File: config.mk
export PLATFORM = sky130hd
export DESIGN_NAME = wf_slot_dispatcher_flat
export DESIGN_NICKNAME = d
export VERILOG_FILES = /design/src/rtl/wf_slot_dispatcher_pkg.sv /design/src/rtl/wf_slot_dispatcher_if.sv /design/src/rtl/wf_slot_dispatcher_picker.sv /design/src/rtl/wf_slot_dispatcher.sv /design/src/flat_wrapper.sv
export SDC_FILE = /design/constraint.sdc
export NUM_CORES = 1
export LEC_CHECK = 0
export ABC_AREA = 0
export ABC_CLOCK_PERIOD_IN_PS = 8100
export CORE_MARGIN = 4
export CORE_UTILIZATION = 49
export DETAILED_ROUTE_END_ITERATION = 10
export GPL_TIMING_DRIVEN = 0
export PLACE_DENSITY = 0.85
export SLEW_MARGIN = 20
export SYNTH_ARGS = -nofsm -noshare
export SYNTH_HDL_FRONTEND = slang
export SYNTH_SLANG_ARGS = --single-unit
File: constraint.sdc
create_clock -name clk -period 8.1 [get_ports clk]
set_input_delay 1.62 -clock clk [delete_from_list [all_inputs] [get_ports clk]]
set_output_delay 1.62 -clock clk [all_outputs]
set_load 0.01 [all_outputs]
File: src/rtl/wf_slot_dispatcher_pkg.sv
// wf_dispatch_pkg: shared FSM state, wavefront tag layout and tag pack/unpack helpers.
package wf_dispatch_pkg;
  typedef enum logic [1:0] {IDLE, SELECT, ISSUE} state_t;
  localparam int TAG_W = 15;
  localparam int SLOT_LSB = 0;
  localparam int SLOT_W = 5;
  localparam int CU_LSB = 5;
  localparam int CU_W = 4;
  function automatic logic [TAG_W-1:0] pack_tag(input logic [CU_W-1:0] cu, input logic [SLOT_W-1:0] slot);
    return {{(TAG_W-CU_W-SLOT_W){1'b0}}, cu, slot};
  endfunction
  function automatic logic [CU_W-1:0] tag_cu(input logic [TAG_W-1:0] t);
    return t[CU_LSB +: CU_W];
  endfunction
  function automatic logic [SLOT_W-1:0] tag_slot(input logic [TAG_W-1:0] t);
    return t[SLOT_LSB +: SLOT_W];
  endfunction
endpackage

File: src/rtl/wf_slot_dispatcher_if.sv
// wf_slot_dispatcher_if: launch request handshake, CU dispatch bus and per-CU done/status signals.
interface wf_slot_dispatcher_if import wf_dispatch_pkg::*; #(parameter int NUMOFCU = 1);
  logic                     req_valid;
  logic                     req_ready;
  logic [31:0]              req_pc;
  logic [5:0]               req_wf_size;
  logic [3:0]               req_wg_wf_count;
  logic [9:0]               req_vgpr_size;
  logic [8:0]               req_sgpr_size;
  logic [15:0]              req_lds_size;
  logic                     req_error;
  logic [NUMOFCU-1:0]       dispatch2cu_wf_dispatch;
  logic [3:0]               dispatch2cu_wg_wf_count;
  logic [5:0]               dispatch2cu_wf_size_dispatch;
  logic [8:0]               dispatch2cu_sgpr_base_dispatch;
  logic [9:0]               dispatch2cu_vgpr_base_dispatch;
  logic [15:0]              dispatch2cu_lds_base_dispatch;
  logic [TAG_W-1:0]         dispatch2cu_wf_tag_dispatch;
  logic [31:0]              dispatch2cu_start_pc_dispatch;
  logic [9:0]               vregsize_out;
  logic [8:0]               sregsize_out;
  logic [15:0]              ldssize_out;
  logic [NUMOFCU-1:0]       cu2dispatch_wf_done;
  logic [NUMOFCU*TAG_W-1:0] cu2dispatch_wf_tag_done;
  logic [9:0]               wf_inflight;
  logic                     tag_error;
  modport master (
    output req_valid, req_pc, req_wf_size, req_wg_wf_count, req_vgpr_size, req_sgpr_size, req_lds_size,
    output cu2dispatch_wf_done, cu2dispatch_wf_tag_done,
    input  req_ready, req_error, dispatch2cu_wf_dispatch, dispatch2cu_wg_wf_count, dispatch2cu_wf_size_dispatch,
    input  dispatch2cu_sgpr_base_dispatch, dispatch2cu_vgpr_base_dispatch, dispatch2cu_lds_base_dispatch,
    input  dispatch2cu_wf_tag_dispatch, dispatch2cu_start_pc_dispatch, vregsize_out, sregsize_out, ldssize_out,
    input  wf_inflight, tag_error
  );
  modport slave (
    input  req_valid, req_pc, req_wf_size, req_wg_wf_count, req_vgpr_size, req_sgpr_size, req_lds_size,
    input  cu2dispatch_wf_done, cu2dispatch_wf_tag_done,
    output req_ready, req_error, dispatch2cu_wf_dispatch, dispatch2cu_wg_wf_count, dispatch2cu_wf_size_dispatch,
    output dispatch2cu_sgpr_base_dispatch, dispatch2cu_vgpr_base_dispatch, dispatch2cu_lds_base_dispatch,
    output dispatch2cu_wf_tag_dispatch, dispatch2cu_start_pc_dispatch, vregsize_out, sregsize_out, ldssize_out,
    output wf_inflight, tag_error
  );
endinterface

File: src/rtl/wf_slot_dispatcher_picker.sv
// rr_free_slot_picker: first CU with a free slot starting at rr (wrapping), lowest free slot in it.
module rr_free_slot_picker import wf_dispatch_pkg::*; #(
  parameter int NUMOFCU = 1,
  parameter int SLOTS_PER_CU = 8
) (
  input  logic [NUMOFCU-1:0][SLOTS_PER_CU-1:0] busy,
  input  logic [CU_W-1:0]                      rr,
  output logic                                 found,
  output logic [CU_W-1:0]                      cu,
  output logic [SLOT_W-1:0]                    slot
);
  always_comb begin
    found = 1'b0;
    cu = '0;
    slot = '0;
    for (int i = 0; i < NUMOFCU; i++)
      for (int n = 0; n < NUMOFCU; n++)
        if (!found && n == (int'(rr) + i) % NUMOFCU && !(&busy[n])) begin
          found = 1'b1;
          cu = CU_W'(n);
          for (int s = SLOTS_PER_CU - 1; s >= 0; s--)
            if (!busy[n][s]) slot = SLOT_W'(s);
        end
  end
endmodule

File: src/rtl/wf_slot_dispatcher.sv
// wf_slot_dispatcher: round-robin wavefront launcher over NUMOFCU CUs with static per-slot register/LDS partitions.
module wf_slot_dispatcher import wf_dispatch_pkg::*; #(
  parameter int NUMOFCU = 1,
  parameter int SLOTS_PER_CU = 8,
  parameter int VGPR_SLOT = 128,
  parameter int SGPR_SLOT = 64,
  parameter int LDS_SLOT = 8192
) (
  input logic clk,
  input logic rst,
  wf_slot_dispatcher_if.slave bus
);
  localparam int SW = $clog2(SLOTS_PER_CU);
  state_t state;
  logic [NUMOFCU-1:0][SLOTS_PER_CU-1:0] busy, busy_nxt;
  logic [CU_W-1:0] rr, pick_cu, sel_cu;
  logic [SLOT_W-1:0] pick_slot;
  logic found, done_err, oversize;
  logic [TAG_W-1:0] done_tag [NUMOFCU];
  logic [31:0] r_pc;
  logic [5:0] r_wf_size;
  logic [3:0] r_wgc;
  logic [9:0] r_vgpr;
  logic [8:0] r_sgpr;
  logic [15:0] r_lds;
  rr_free_slot_picker #(.NUMOFCU(NUMOFCU), .SLOTS_PER_CU(SLOTS_PER_CU)) u_pick (
    .busy(busy), .rr(rr), .found(found), .cu(pick_cu), .slot(pick_slot)
  );
  for (genvar g = 0; g < NUMOFCU; g++) begin : g_tag
    assign done_tag[g] = bus.cu2dispatch_wf_tag_done[g*TAG_W +: TAG_W];
  end
  assign oversize = bus.req_vgpr_size > 10'(VGPR_SLOT) || bus.req_sgpr_size > 9'(SGPR_SLOT) ||
                    bus.req_lds_size > 16'(LDS_SLOT);
  // Dones clear against the current bitmap; SELECT only ever claims slots that are free before the clear.
  always_comb begin
    busy_nxt = busy;
    done_err = 1'b0;
    for (int n = 0; n < NUMOFCU; n++)
      if (bus.cu2dispatch_wf_done[n]) begin
        if (tag_cu(done_tag[n]) != CU_W'(n) || int'(tag_slot(done_tag[n])) >= SLOTS_PER_CU ||
            !busy[n][SW'(tag_slot(done_tag[n]))])
          done_err = 1'b1;
        else
          busy_nxt[n][SW'(tag_slot(done_tag[n]))] = 1'b0;
      end
    for (int n = 0; n < NUMOFCU; n++)
      if (state == SELECT && found && pick_cu == CU_W'(n)) busy_nxt[n][SW'(pick_slot)] = 1'b1;
  end
  always_ff @(posedge clk) begin
    if (rst) begin
      busy <= '0;
      bus.wf_inflight <= '0;
      bus.tag_error <= 1'b0;
    end else begin
      busy <= busy_nxt;
      bus.wf_inflight <= 10'($countones(busy_nxt));
      bus.tag_error <= bus.tag_error | done_err;
    end
  end
  always_ff @(posedge clk) begin
    if (rst) begin
      state <= IDLE;
      rr <= '0;
      sel_cu <= '0;
      {r_pc, r_wf_size, r_wgc, r_vgpr, r_sgpr, r_lds} <= '0;
      bus.req_ready <= 1'b0;
      bus.req_error <= 1'b0;
      bus.dispatch2cu_wf_dispatch <= '0;
      bus.dispatch2cu_wg_wf_count <= '0;
      bus.dispatch2cu_wf_size_dispatch <= '0;
      bus.dispatch2cu_sgpr_base_dispatch <= '0;
      bus.dispatch2cu_vgpr_base_dispatch <= '0;
      bus.dispatch2cu_lds_base_dispatch <= '0;
      bus.dispatch2cu_wf_tag_dispatch <= '0;
      bus.dispatch2cu_start_pc_dispatch <= '0;
      bus.vregsize_out <= '0;
      bus.sregsize_out <= '0;
      bus.ldssize_out <= '0;
    end else begin
      bus.req_error <= 1'b0;
      bus.dispatch2cu_wf_dispatch <= '0;
      case (state)
        IDLE: begin
          bus.req_ready <= !(bus.req_valid && bus.req_ready && !oversize);
          if (bus.req_valid && bus.req_ready) begin
            r_pc <= bus.req_pc;
            r_wf_size <= bus.req_wf_size;
            r_wgc <= bus.req_wg_wf_count;
            r_vgpr <= bus.req_vgpr_size;
            r_sgpr <= bus.req_sgpr_size;
            r_lds <= bus.req_lds_size;
            bus.req_error <= oversize;
            state <= oversize ? IDLE : SELECT;
          end
        end
        SELECT: if (found) begin
          state <= ISSUE;
          sel_cu <= pick_cu;
          for (int n = 0; n < NUMOFCU; n++) bus.dispatch2cu_wf_dispatch[n] <= pick_cu == CU_W'(n);
          bus.dispatch2cu_wg_wf_count <= r_wgc;
          bus.dispatch2cu_wf_size_dispatch <= r_wf_size;
          bus.dispatch2cu_sgpr_base_dispatch <= 9'(SGPR_SLOT * int'(pick_slot));
          bus.dispatch2cu_vgpr_base_dispatch <= 10'(VGPR_SLOT * int'(pick_slot));
          bus.dispatch2cu_lds_base_dispatch <= 16'(LDS_SLOT * int'(pick_slot));
          bus.dispatch2cu_wf_tag_dispatch <= pack_tag(pick_cu, pick_slot);
          bus.dispatch2cu_start_pc_dispatch <= r_pc;
          bus.vregsize_out <= r_vgpr;
          bus.sregsize_out <= r_sgpr;
          bus.ldssize_out <= r_lds;
        end
        ISSUE: begin
          state <= IDLE;
          bus.req_ready <= 1'b1;
          rr <= sel_cu == CU_W'(NUMOFCU - 1) ? '0 : sel_cu + 1'b1;
        end
        default: state <= IDLE;
      endcase
    end
  end
endmodule

File: src/flat_wrapper.sv
// flat-port wrapper written by rule: the top's interface ports become plain ports
module wf_slot_dispatcher_flat import wf_dispatch_pkg::*;
#(
  parameter int NUMOFCU = 1,
  parameter int SLOTS_PER_CU = 8,
  parameter int VGPR_SLOT = 128,
  parameter int SGPR_SLOT = 64,
  parameter int LDS_SLOT = 8192
)
  (clk, rst, bus_req_valid, bus_req_pc, bus_req_wf_size, bus_req_wg_wf_count, bus_req_vgpr_size, bus_req_sgpr_size, bus_req_lds_size, bus_cu2dispatch_wf_done, bus_cu2dispatch_wf_tag_done, bus_req_ready, bus_req_error, bus_dispatch2cu_wf_dispatch, bus_dispatch2cu_wg_wf_count, bus_dispatch2cu_wf_size_dispatch, bus_dispatch2cu_sgpr_base_dispatch, bus_dispatch2cu_vgpr_base_dispatch, bus_dispatch2cu_lds_base_dispatch, bus_dispatch2cu_wf_tag_dispatch, bus_dispatch2cu_start_pc_dispatch, bus_vregsize_out, bus_sregsize_out, bus_ldssize_out, bus_wf_inflight, bus_tag_error);
  wf_slot_dispatcher_if #(.NUMOFCU(NUMOFCU)) bus_i ();
  input logic clk;
  input logic rst;
  input wire logic [$bits(bus_i.req_valid)-1:0] bus_req_valid;
  input wire logic [$bits(bus_i.req_pc)-1:0] bus_req_pc;
  input wire logic [$bits(bus_i.req_wf_size)-1:0] bus_req_wf_size;
  input wire logic [$bits(bus_i.req_wg_wf_count)-1:0] bus_req_wg_wf_count;
  input wire logic [$bits(bus_i.req_vgpr_size)-1:0] bus_req_vgpr_size;
  input wire logic [$bits(bus_i.req_sgpr_size)-1:0] bus_req_sgpr_size;
  input wire logic [$bits(bus_i.req_lds_size)-1:0] bus_req_lds_size;
  input wire logic [$bits(bus_i.cu2dispatch_wf_done)-1:0] bus_cu2dispatch_wf_done;
  input wire logic [$bits(bus_i.cu2dispatch_wf_tag_done)-1:0] bus_cu2dispatch_wf_tag_done;
  output wire logic [$bits(bus_i.req_ready)-1:0] bus_req_ready;
  output wire logic [$bits(bus_i.req_error)-1:0] bus_req_error;
  output wire logic [$bits(bus_i.dispatch2cu_wf_dispatch)-1:0] bus_dispatch2cu_wf_dispatch;
  output wire logic [$bits(bus_i.dispatch2cu_wg_wf_count)-1:0] bus_dispatch2cu_wg_wf_count;
  output wire logic [$bits(bus_i.dispatch2cu_wf_size_dispatch)-1:0] bus_dispatch2cu_wf_size_dispatch;
  output wire logic [$bits(bus_i.dispatch2cu_sgpr_base_dispatch)-1:0] bus_dispatch2cu_sgpr_base_dispatch;
  output wire logic [$bits(bus_i.dispatch2cu_vgpr_base_dispatch)-1:0] bus_dispatch2cu_vgpr_base_dispatch;
  output wire logic [$bits(bus_i.dispatch2cu_lds_base_dispatch)-1:0] bus_dispatch2cu_lds_base_dispatch;
  output wire logic [$bits(bus_i.dispatch2cu_wf_tag_dispatch)-1:0] bus_dispatch2cu_wf_tag_dispatch;
  output wire logic [$bits(bus_i.dispatch2cu_start_pc_dispatch)-1:0] bus_dispatch2cu_start_pc_dispatch;
  output wire logic [$bits(bus_i.vregsize_out)-1:0] bus_vregsize_out;
  output wire logic [$bits(bus_i.sregsize_out)-1:0] bus_sregsize_out;
  output wire logic [$bits(bus_i.ldssize_out)-1:0] bus_ldssize_out;
  output wire logic [$bits(bus_i.wf_inflight)-1:0] bus_wf_inflight;
  output wire logic [$bits(bus_i.tag_error)-1:0] bus_tag_error;
  assign bus_i.req_valid = bus_req_valid;
  assign bus_i.req_pc = bus_req_pc;
  assign bus_i.req_wf_size = bus_req_wf_size;
  assign bus_i.req_wg_wf_count = bus_req_wg_wf_count;
  assign bus_i.req_vgpr_size = bus_req_vgpr_size;
  assign bus_i.req_sgpr_size = bus_req_sgpr_size;
  assign bus_i.req_lds_size = bus_req_lds_size;
  assign bus_i.cu2dispatch_wf_done = bus_cu2dispatch_wf_done;
  assign bus_i.cu2dispatch_wf_tag_done = bus_cu2dispatch_wf_tag_done;
  assign bus_req_ready = bus_i.req_ready;
  assign bus_req_error = bus_i.req_error;
  assign bus_dispatch2cu_wf_dispatch = bus_i.dispatch2cu_wf_dispatch;
  assign bus_dispatch2cu_wg_wf_count = bus_i.dispatch2cu_wg_wf_count;
  assign bus_dispatch2cu_wf_size_dispatch = bus_i.dispatch2cu_wf_size_dispatch;
  assign bus_dispatch2cu_sgpr_base_dispatch = bus_i.dispatch2cu_sgpr_base_dispatch;
  assign bus_dispatch2cu_vgpr_base_dispatch = bus_i.dispatch2cu_vgpr_base_dispatch;
  assign bus_dispatch2cu_lds_base_dispatch = bus_i.dispatch2cu_lds_base_dispatch;
  assign bus_dispatch2cu_wf_tag_dispatch = bus_i.dispatch2cu_wf_tag_dispatch;
  assign bus_dispatch2cu_start_pc_dispatch = bus_i.dispatch2cu_start_pc_dispatch;
  assign bus_vregsize_out = bus_i.vregsize_out;
  assign bus_sregsize_out = bus_i.sregsize_out;
  assign bus_ldssize_out = bus_i.ldssize_out;
  assign bus_wf_inflight = bus_i.wf_inflight;
  assign bus_tag_error = bus_i.tag_error;
  wf_slot_dispatcher #(.NUMOFCU(NUMOFCU), .SLOTS_PER_CU(SLOTS_PER_CU), .VGPR_SLOT(VGPR_SLOT), .SGPR_SLOT(SGPR_SLOT), .LDS_SLOT(LDS_SLOT)) u_core (.clk(clk), .rst(rst), .bus(bus_i));
endmodule
# After elaboration in Yosys (flattened, before gate mapping)
# Cells that the tools add are included.
dict set report word_totals {
  regBits 186
  latch_bits 0
  ramBits 0
  mem_bits_ro 0
  elab_cells 95
  n_memories 0
}
dict set report classes {
  n_addsub 7
  n_mul 0
  n_div 0
  order_cmp 8
  n_eq_ne 4
  shifts 0
  n_mux 26
  bitwise_logic 8
  n_reduce_logical 21
}
# op n
set op_table {}
lappend op_table {{two-way mux 5 bit} 8}
lappend op_table {{adder 10 bit} 3}
lappend op_table {{two-way mux 8 bit} 3}
lappend op_table {{greater-than comparator 16 x 14 -> 1 bit (second input constant)} 1}
lappend op_table {{greater-than comparator 10 x 8 -> 1 bit (second input constant)} 1}
lappend op_table {{greater-than comparator 9 x 7 -> 1 bit (second input constant)} 1}
lappend op_table {{adder 1 x 1 -> 2 bit} 4}
lappend op_table {{AND 8 bit} 1}
lappend op_table {{< comparator 3 x 4 -> 1 bit (second input constant)} 2}
lappend op_table {{NOT 8 bit} 1}
lappend op_table {{OR 8 bit} 1}
lappend op_table {{AND reduction 8 bit} 1}
lappend op_table {{two-way mux 1 bit} 7}
lappend op_table {{demux 1 bit (select 3 bit)} 2}
lappend op_table {{greater-or-equal comparator 3 x 1 -> 1 bit (second input constant)} 2}
lappend op_table {{AND reduction 2 bit} 3}
lappend op_table {{greater-or-equal comparator 5 x 4 -> 1 bit (second input constant)} 1}
lappend op_table {{logical AND 1 bit} 5}
lappend op_table {{logical OR 1 bit} 4}
lappend op_table {{two-way mux 2 bit} 2}
lappend op_table {{NOT 1 bit} 4}
lappend op_table {{one-hot mux 2 bit (2 select lines)} 1}
lappend op_table {{nonzero test 4 bit} 1}
lappend op_table {{binary-select mux 1 bit (select 3 bit)} 1}
lappend op_table {{other kinds (12)} 14}

# Depth between registers and ports, before layout
# Gate-level depths: netlist (run 1).
dict set report logic_depth {
  depth_word 18
  ltp_mapped 13
}

# By module
# A second synthesis (run 1) with hierarchy kept.
dict set report unflattened {
  cells_unflattened 928
  hier_area_um2 7380.8
}
# module n_inst cells_each area_each_um2 seq_area_each_um2
set modules_own_cells {}
lappend modules_own_cells {wf_slot_dispatcher 1 906 7258.2 3703.6}
lappend modules_own_cells {rr_free_slot_picker 1 22 122.6 0.0}

# Worst setup path after synthesis (run 1)
# OpenSTA, ideal clock, no wires.
dict set report synth_timing {
  kind {input port to flip-flop}
  startpoint {in bus_cu2dispatch_wf_tag_done[8]}
  endpoint {reg u_core.bus.wf_inflight[2]}
  arrival_time_ns 4.549
  path_slack_ns 3.424
  stages 12
  n_path_buf 0
  cell_sequence {nor4_1 > nand4b_1 > nor3_1 > a21oi_1 > ha_1 > fa_1 > inv_1 > fa_1 > inv_1 > ha_1 > fa_1 > nor2b_1}
}
# item line
set synth_lines {}
lappend synth_lines {{start: declaration} flat_wrapper.sv:22} ;# input wire logic [$bits(bus_i.cu2dispatch_wf_tag_done)-1:0] bus_cu2dispatch_wf_tag_done;
lappend synth_lines {{end signal: assignment} wf_slot_dispatcher.sv:56} ;# bus.wf_inflight <= 10'($countones(busy_nxt));
lappend synth_lines {{end: declaration} wf_slot_dispatcher_if.sv:41} ;# output wf_inflight, tag_error

==> summary by stage, run 1 <==
Run
The number of violations of the max-capacitance limit is 0.

Clock tree
Once the clock tree was built, the resizer swapped 0 gates to a different size. TritonCTS built the clock tree. The post-cts hold buffer count is 0. The count of H-tree levels built during CTS is 4. The clock root buffer is sky130_fd_sc_hd__clkbuf_16.

The later-pin clock latency in the skew report is 0.42 ns. In this run, CTS created clock tree buffers numbering 17. The number of setup buffers added after CTS is 0. Clock tree synthesis found a total of between 150 and 200 sinks.

Clock-pin slew was measured on the worst setup and hold paths at around 0.06 ns. Counting along the longest clock path gives a buffer depth of 2.

Timing
The fraction of the cycle the final worst path needs is ~60%. The upper clock frequency limit is 202 MHz. The actual transition at the worst max-transition pin is between 0.7 and 0.8 ns. Summed over all failing endpoints, the final setup total negative slack is 0 ns. The hold violation total from the final report is 0. The final setup violation count is 0. The number of max-slew violations in the final report is 0. The clock skew after layout is 0.00786 ns.

Setup repair after global routing left no endpoint under its margin. Headroom to the max-slew limit came out at about 49%. The minimum period implied by the final worst setup slack is 4.96 ns.

Worst setup path
The first element of the critical path is bus_cu2dispatch_wf_tag_done[8]. Data on the critical path arrives at its endpoint at between 5 and 6 ns. The startpoint identified for the worst register-to-register timing path is u_core.busy[0].

STA puts the critical path data required time at 8.39 ns. The slowest library cell on the worst path is sky130_fd_sc_hd__fa_1. The register-to-register setup slack is 4.67 ns. The largest single stage delay on the critical path is approximately 0.54 ns. The kind of start point of the critical path is a primary input. Walking the worst path, the cells encountered are clkdlybuf4s50_1 > nor4_1 > nand4b_1 > nor3_1 > a21oi_1 > ha_1 > fa_1 > inv_1 > fa_1 > inv_1 > ha_1 > fa_1 > nor2b_1. The kind of critical path is primary input to flop. By instance count, the cell type seen most on the critical path is sky130_fd_sc_hd__fa_1. The combined buffer and inverter count along the critical path is 3. In this design, the largest share of critical-path delay is due to adder cells. Of all nets on the critical path, the largest fanout is 4. The depth of the worst register-to-register path is 13. The critical path crosses 13 cells after its start point.

STA classifies the critical path endpoint as a flop.

Die
The core box area is approximately 14,000 um2. In this run the vertical extent of the chip is 127 um. The number of top-level pins is around 240. The die extent in x is 127 um. Once the floorplan was initialized, standard cells occupied ~50% of the core.

The floorplan has 43 rows. The die covers 16,200 um2.

Hold path
The tightest min-delay check is of the flop to flop type. The worst hold path begins at u_core.r_pc[21]. The hold-critical path depth is 2.

Route
The total vias in the final route is approximately 6.5k. After detailed routing, the average wire length per cell comes to 14.6 um. The per-cell via count in the routed design is just under 5.

The length of the first detailed-routing pass in iterations is 7. After detailed routing, the number of remaining DRC violations is 0. The total wirelength of the detailed-routed design is just under 20 mm.

After the first detailed-routing iteration, the DRC count stood at around 470. The final antenna-violating net count is 0.

Yosys
For this run, the number of Yosys warnings is 0. The number of different library cells in the post-synthesis netlist is 45. Counting flops with a built-in enable in the synthesized netlist gives 0. The number of synthesized register bits is 175. The cell count after synthesis came out at ~880. The top cell type by area accounts for 50.3% of the synthesized area. A synthesized cell averages ~7.9 um2. The share of the yosys chip area belonging to registers is 50.3%. For this run, the leading register cell type out of synthesis is sky130_fd_sc_hd__dfxtp_1. The netlist area before placement is 6960 um2. After synthesis, the cell types taking the most area are sky130_fd_sc_hd__dfxtp_1 50%, sky130_fd_sc_hd__nand2_1 17%, sky130_fd_sc_hd__a21oi_1 12%, sky130_fd_sc_hd__buf_4 6.1%, sky130_fd_sc_hd__clkbuf_1 1.7%. The biggest area contributor in the post-synthesis netlist is sky130_fd_sc_hd__dfxtp_1. The share of async-settable or async-resettable flops after synthesis is 0%.

Finish
In the final layout, the share of cells above drive strength 1 is between 10% and 20%. The sequential cell area in the final layout is ~3500 um2. The layout overhead on the synthesized area is 39.9%. The multi-input combinational cells in the finished layout cover a total of between 2000 and 3000 um2.

The final layout contains 1,229 nets. The library cells used most frequently in the layout, excluding fill and tap cells, are 322 x sky130_fd_sc_hd__nand2_1, 183 x sky130_fd_sc_hd__clkdlybuf4s50_1, 175 x sky130_fd_sc_hd__dfxtp_1. The final-layout fill cell count is approximately 1.2k. The most common cell after layout, fill and taps aside is sky130_fd_sc_hd__nand2_1.

Global route
For met3 alone, demand over resource in global routing was 5.52%. The most congested layer reported by global routing is met2. The first global-routing pass estimated ~30 mm of wire. Entering global routing, the biggest net connects 17 pins.

Across every metal layer, demand over resource in global routing totals between 20% and 30%. Global routing used 28.5% of the available met1 tracks. The number of antenna violations at the first check in global routing is 1. The met2 global-route usage is between 40% and 50%. The total overflow left after global routing is 0.

The number of global-route vias before repair is slightly above 6k.

Run status
The run finished with clean final reports.

Power and ir drop
Overall power consumption after layout is estimated at approximately 0.0018 W. The leakage power of the design is about 3.7 nW. IR analysis of the VDD net gives a maximum drop of approximately 0.00013 V. Dividing total power by cell area gives a power density of 185 nW/um2.

Placement
The half-perimeter wire length of the detailed placement result is around 14 mm. The number of buffer cells added on primary ports is approximately 180. The weighted congestion at the end of routability-driven global placement is 0.879.
## cell usage after synthesis, types with 2 or more instances
master and instances:
sky130_fd_sc_hd__nand2b_1 2, sky130_fd_sc_hd__a211oi_1 6, sky130_fd_sc_hd__buf_4 57, sky130_fd_sc_hd__buf_2 20, sky130_fd_sc_hd__mux2i_1 2, sky130_fd_sc_hd__o21ai_0 6, sky130_fd_sc_hd__dfxtp_1 175, sky130_fd_sc_hd__nor2b_1 6
sky130_fd_sc_hd__a21oi_1 167, sky130_fd_sc_hd__nor2_1 9, sky130_fd_sc_hd__nand2_1 322, sky130_fd_sc_hd__ha_1 6, sky130_fd_sc_hd__or4b_1 2, sky130_fd_sc_hd__buf_6 3, sky130_fd_sc_hd__o21a_1 2, sky130_fd_sc_hd__o31a_1 2
sky130_fd_sc_hd__nor4_1 7, sky130_fd_sc_hd__nor3_1 8, sky130_fd_sc_hd__clkbuf_1 32, sky130_fd_sc_hd__a41oi_1 2, sky130_fd_sc_hd__fa_1 4, sky130_fd_sc_hd__nand4_1 2, sky130_fd_sc_hd__inv_1 14
## cells by family after synthesis
group | count (synthesis) | share of synthesized area (%)
other | 1 | 0.0539
buffers and inverters | 127 | 10.6
DFF | 175 | 50.3
adders and majority gates | 10 | 2.23
AOI/OAI and AO/OA | 194 | 14.9
muxes | 3 | 0.449
and+or+nand+nor | 368 | 21.5
## worst register-to-register path, cell delays in order, from the launching register on
cell	delay, ns
sky130_fd_sc_hd__dfxtp_1	0.35
sky130_fd_sc_hd__clkbuf_1	0.33
sky130_fd_sc_hd__and3_1	0.23
sky130_fd_sc_hd__o21ai_0	0.12
sky130_fd_sc_hd__nand2_1	0.11
sky130_fd_sc_hd__nand2_1	0.08
sky130_fd_sc_hd__ha_1	0.23
sky130_fd_sc_hd__fa_1	0.48
sky130_fd_sc_hd__inv_1	0.06
sky130_fd_sc_hd__fa_1	0.53
sky130_fd_sc_hd__inv_1	0.04
sky130_fd_sc_hd__ha_1	0.20
sky130_fd_sc_hd__fa_1	0.41
sky130_fd_sc_hd__nor2b_1	0.13
## through the flow
step	utilization [%]	hold WS, ns	std cells	setup WS [ns]	instance area [um2]
after floorplan	-	0.432	921	3.42	7120
after global placement	66.1	0.436	1284	2.78	9180
after detailed placement	66.1	0.441	1284	2.70	9180
after CTS	70.2	0.447	1316	3.13	9740
after global routing	70.2	0.461	1317	2.89	9740
final	70.2	0.448	1317	3.14	9740
## sequential cells by signal, indices dropped and copies added (netlist names), 2 cells and up
register / flops
u_core.r_lds: 16
u_core.r_vgpr: 10
u_core.bus.sregsize_out: 9
u_core.r_wgc: 4
u_core.bus.dispatch2cu_wf_size_dispatch: 6
u_core.bus.vregsize_out: 10
u_core.r_sgpr: 9
u_core.r_wf_size: 6
u_core.bus.dispatch2cu_start_pc_dispatch: 32
u_core.bus.dispatch2cu_wg_wf_count: 4
u_core.state: 2
u_core.r_pc: 32
u_core.bus.ldssize_out: 16
u_core.bus.dispatch2cu_wf_tag_dispatch: 3
u_core.bus.wf_inflight: 4
u_core.busy: 8
## path summary, 6_finish.rpt
check	end
hold / removal	u_core.bus.dispatch2cu_start_pc_dispatch[21]
setup reg to reg	u_core.bus.wf_inflight[2]
hold reg to reg	u_core.bus.dispatch2cu_start_pc_dispatch[21]
setup / recovery	u_core.bus.wf_inflight[2]
## routing by layer
| metal | routed length [um] | vias to the layer above |
|---|---|---|
| li1 | - | 3270 |
| met4 | 388 | 0 |
| met3 | 969 | 27 |
| met2 | 9730 | 199 |
| met1 | 8130 | 3004 |
| met5 | 0 | - |
## power by group
part / leakage (nW) / internal [W] / switching (W)
Clock: 0.266 / 0.000432 / 0.000341
Combinational: 2.00 / 0.0000717 / 0.0000697
Sequential: 1.42 / 0.000879 / 0.00000913
Total: 3.69 / 0.00138 / 0.000419
## area by class of cell
cell class,count,share of cell area (%)
Timing Repair Buffer,183,18.8
Multi-Input combinational cell,619,29.6
Tap cell,180,2.31
Inverter,14,0.539
Sequential cell,175,36.0
Clock inverter,13,1.18
Clock buffer,19,4.55
Buffer,113,7.04
Antenna cell,1,0.0257
Note: power is estimated with default switching activity, not from simulation.
==> run 2: changes to the inputs <==
Settings changed: ABC_CLOCK_PERIOD_IN_PS 8100 to 5000, CORE_UTILIZATION 49 to 46, PLACE_DENSITY 0.85 to 0.81.
Clock period 8.1 ns to 5 ns, I/O delays scaled along.
==> run 2 against run 1 <==
Largest cell class unchanged. Cell area is 0.51% higher. Register-to-register slack lost 3.1 ns. Global-route usage down 1.1 points. Setup slack lost 2.5 ns. Critical path depth did not move. Via count decreased by 0.38%. Clock power increased by 75%. Final cell count rose by 0.30%. Utilization down 3.6 points. Sequential share of layout area shrank 0.18 points. Die area rose by 6.1%.
==> summary by stage, run 2 (synthesis results as in run 1) <==
Die
The number of top-level pins came to 237 (unchanged). The initial cell density of the core was 47.4% (-2.8 points). The count of standard-cell rows was 44 (+2.3%). The area enclosed by the die boundary came to 17,200 um2 (+6.1%). The core box area is 14,700 um2 (+5.9%). The y dimension of the die is 131 um (+3.0%). The die extent in x is 131 um (+3.0%).

Worst setup path
The data arrival at the endpoint of the critical path is 4.64 ns (-0.60 ns). The critical path ends at u_core.bus.wf_inflight[2]. The critical path goes through clkdlybuf4s50_1 > nor4_1 > nand4b_1 > o21ai_0 > nand2_1 > ha_1 > fa_1 > inv_1 > fa_1 > inv_1 > ha_1 > fa_1 > nor2b_1. The worst register-to-register path begins at u_core.busy[0]. The slowest stage of the critical path belongs to the cell sky130_fd_sc_hd__fa_1.

STA classifies the critical path startpoint as a primary input. The depth of the worst register-to-register path is 13 (unchanged). By startpoint and endpoint, the worst setup path is classified as primary input to flop.

The endpoint identified for the worst register-to-register timing path is u_core.bus.wf_inflight[2]. The worst stage delay on the critical path is 0.53 ns (about the same). The endpoint required time on the critical path is 5.28 ns (-3.11 ns).

The register-to-register setup slack is 1.60 ns (-3.07 ns). The combined buffer and inverter count along the critical path is 3 (unchanged). The cell family contributing the most delay on the critical path is adder cells. The cell repeated most along the worst path is sky130_fd_sc_hd__fa_1.

The top fanout value on the critical path came to 4 (unchanged). The worst setup path is captured at a flop. The critical path depth in cells came to 13 (unchanged). The first element of the critical path is bus_cu2dispatch_wf_tag_done[8].

Timing
The actual transition at the worst max-transition pin came to 0.825 ns (+0.0626 ns). The final setup violation count came to 0 (unchanged). The clock skew after layout is 0.00919 ns (+0.00133 ns). Timing would allow up to ~230 MHz. The number of max-slew violations in the final report is 0 (unchanged). Setup repair after global routing left no endpoint under its margin. The post-route setup TNS is 0 ns (unchanged). The hold violation total from the final report is 0 (unchanged). The final critical path takes up 87.3% of the cycle. The final worst hold slack was 0.450 ns (+0.00227 ns). The routed design could run at a clock period as short as 4.36 ns.

The worst relative slew slack is 44.9% (-4.2 points).

Run
The number of violations of the max-capacitance limit is 0 (unchanged).

Finish
The end-of-flow core utilization is 66.6% (-3.6 points). The final net count is 1,229 (unchanged). The top cell types in the final layout, fill and taps aside, are 322 x sky130_fd_sc_hd__nand2_1, 183 x sky130_fd_sc_hd__clkdlybuf4s50_1, 175 x sky130_fd_sc_hd__dfxtp_1.

Relative to the synthesized area, the layout overhead comes to 40.6%. In the final layout, the registers with the most flip-flops are u_core.bus.dispatch2cu_start_pc_dispatch x32, u_core.r_pc x32. The number of standard cells in the layout, taps in and fillers out came to 1,321 (+0.30%).

The layout cell share with drive strength beyond 1 is 10.2% (about the same). Leaving out fill and tap cells, the most frequent cell in the layout is sky130_fd_sc_hd__nand2_1.

Global route
The all-layer global routing usage was 22.4% (-1.1 points). The first-pass GRT wire length is 29.8 mm (-1.0%). The number of antenna violations at the first check in global routing is 2 (+1).

The number of global-route vias before repair came to 6,066 (-0.67%). The total grt overflow came to 0 (unchanged). The pin count of the biggest net entering global routing is 17 (unchanged).

Clock tree
The number of clock buffers inserted by TritonCTS came to 17 (unchanged). The number of buffers on the longest clock path came to 2 (unchanged). The later-pin clock latency in the skew report is 0.42 ns (about the same).

The number of sinks handled by clock tree synthesis is 175 (unchanged). The clock root buffer is sky130_fd_sc_hd__clkbuf_16. The number of cells upsized or downsized after cts is 0 (unchanged). The register clock-pin slew on the reported worst setup and hold paths is 0.06 ns (about the same). The CTS tree is built. The buffers inserted during post-CTS setup optimization was 0 (unchanged).

The count of H-tree levels built during CTS is 4 (unchanged). The post-cts hold buffer count is 0 (unchanged).

Route
The detailed-route wire length per cell is 14.6 um (about the same). The per-cell via count in the routed design is 4.90 (-0.69%). The final antenna-violating net count is 0 (unchanged).

The detailed-route DRC error count is 0 (unchanged). The count of routing violations after the opening detailed-route iteration is 380 (-20%). The length of the first detailed-routing pass in iterations is 5 (-2). The total vias in the final route is 6,475 (-0.38%).

The total wirelength of the detailed-routed design is 19.3 mm (+0.40%).

Power and ir drop
The leakage power of the design is 3.72 nW (+0.85%). The total power of the final layout is 0.00301 W (+67%). The power per cell area is 308 nW/um2 (+66%). The largest vdd supply drop is 0.000234 V (+81%).

Placement
The weighted congestion at the end of routability-driven global placement is 0.883 (+0.49%). The half-perimeter wire length of the detailed placement result is 14.3 mm (+1.2%). The number of cells in the design after placement is 1,288 (+0.31%).

The number of buffer cells added on primary ports is 183 (unchanged).

Run status
The flow ran to the end, and the final reports show no timing, DRC or antenna violations.

Hold path
The path class of the tightest hold or removal check is flop to flop. The hold path startpoint is u_core.r_pc[11].
## run 2: cell types whose count changed in the layout (fill, tap and decap cells not counted)
cell and delta:
sky130_fd_sc_hd__diode_2 +1, sky130_fd_sc_hd__clkbuf_1 -1, sky130_fd_sc_hd__inv_6 +1, sky130_fd_sc_hd__clkinvlp_4 -3, sky130_fd_sc_hd__bufinv_16 +2
## run 2: routing by layer
metal,track usage [%],wire [um]
met5,0,0
met1,27.8,8090
met3,5.00,1110
met4,11.0,631
met2,36.6,9460
## run 2: tightest hold or removal path, cell delays in order (launching register included)
cell	delay, ns
sky130_fd_sc_hd__dfxtp_1	0.31
sky130_fd_sc_hd__nand2_1	0.05
sky130_fd_sc_hd__a21oi_1	0.05
## run 2: worst min path at each step
stage / slack, ns / endpoint / cells after the start
floorplan: 0.43 / u_core.bus.dispatch2cu_start_pc_dispatch[0] / 2
CTS: 0.45 / u_core.bus.ldssize_out[0] / 2
global route: 0.47 / u_core.bus.dispatch2cu_start_pc_dispatch[23] / 2
finish: 0.45 / u_core.bus.dispatch2cu_start_pc_dispatch[11] / 2
detailed placement: 0.44 / u_core.bus.vregsize_out[8] / 2
global placement: 0.43 / u_core.bus.ldssize_out[0] / 2
## run 2: power breakdown
part	switching, W	total [W]	internal [W]
Sequential	0.0000143	0.00144	0.00142
Combinational	0.000113	0.000229	0.000116
Clock	0.000546	0.00135	0.000800
## run 2: cell type report
type	instances	area (um2)
Clock buffer	18	439
Timing Repair Buffer	183	1830
Antenna cell	2	5.00
Clock inverter	13	161
Multi-Input combinational cell	619	2880
Buffer	113	686
Sequential cell	175	3500
Inverter	14	52.6
Tap cell	184	230
Fill cell	1263	4910
## run 2: stage by stage
stage	instance area (um2)	setup WS, ns
floorplan	7120	0.944
finish	9790	0.637
detailed placement	9190	0.295
global route	9790	0.399
global placement	9190	0.306
CTS	9790	0.679
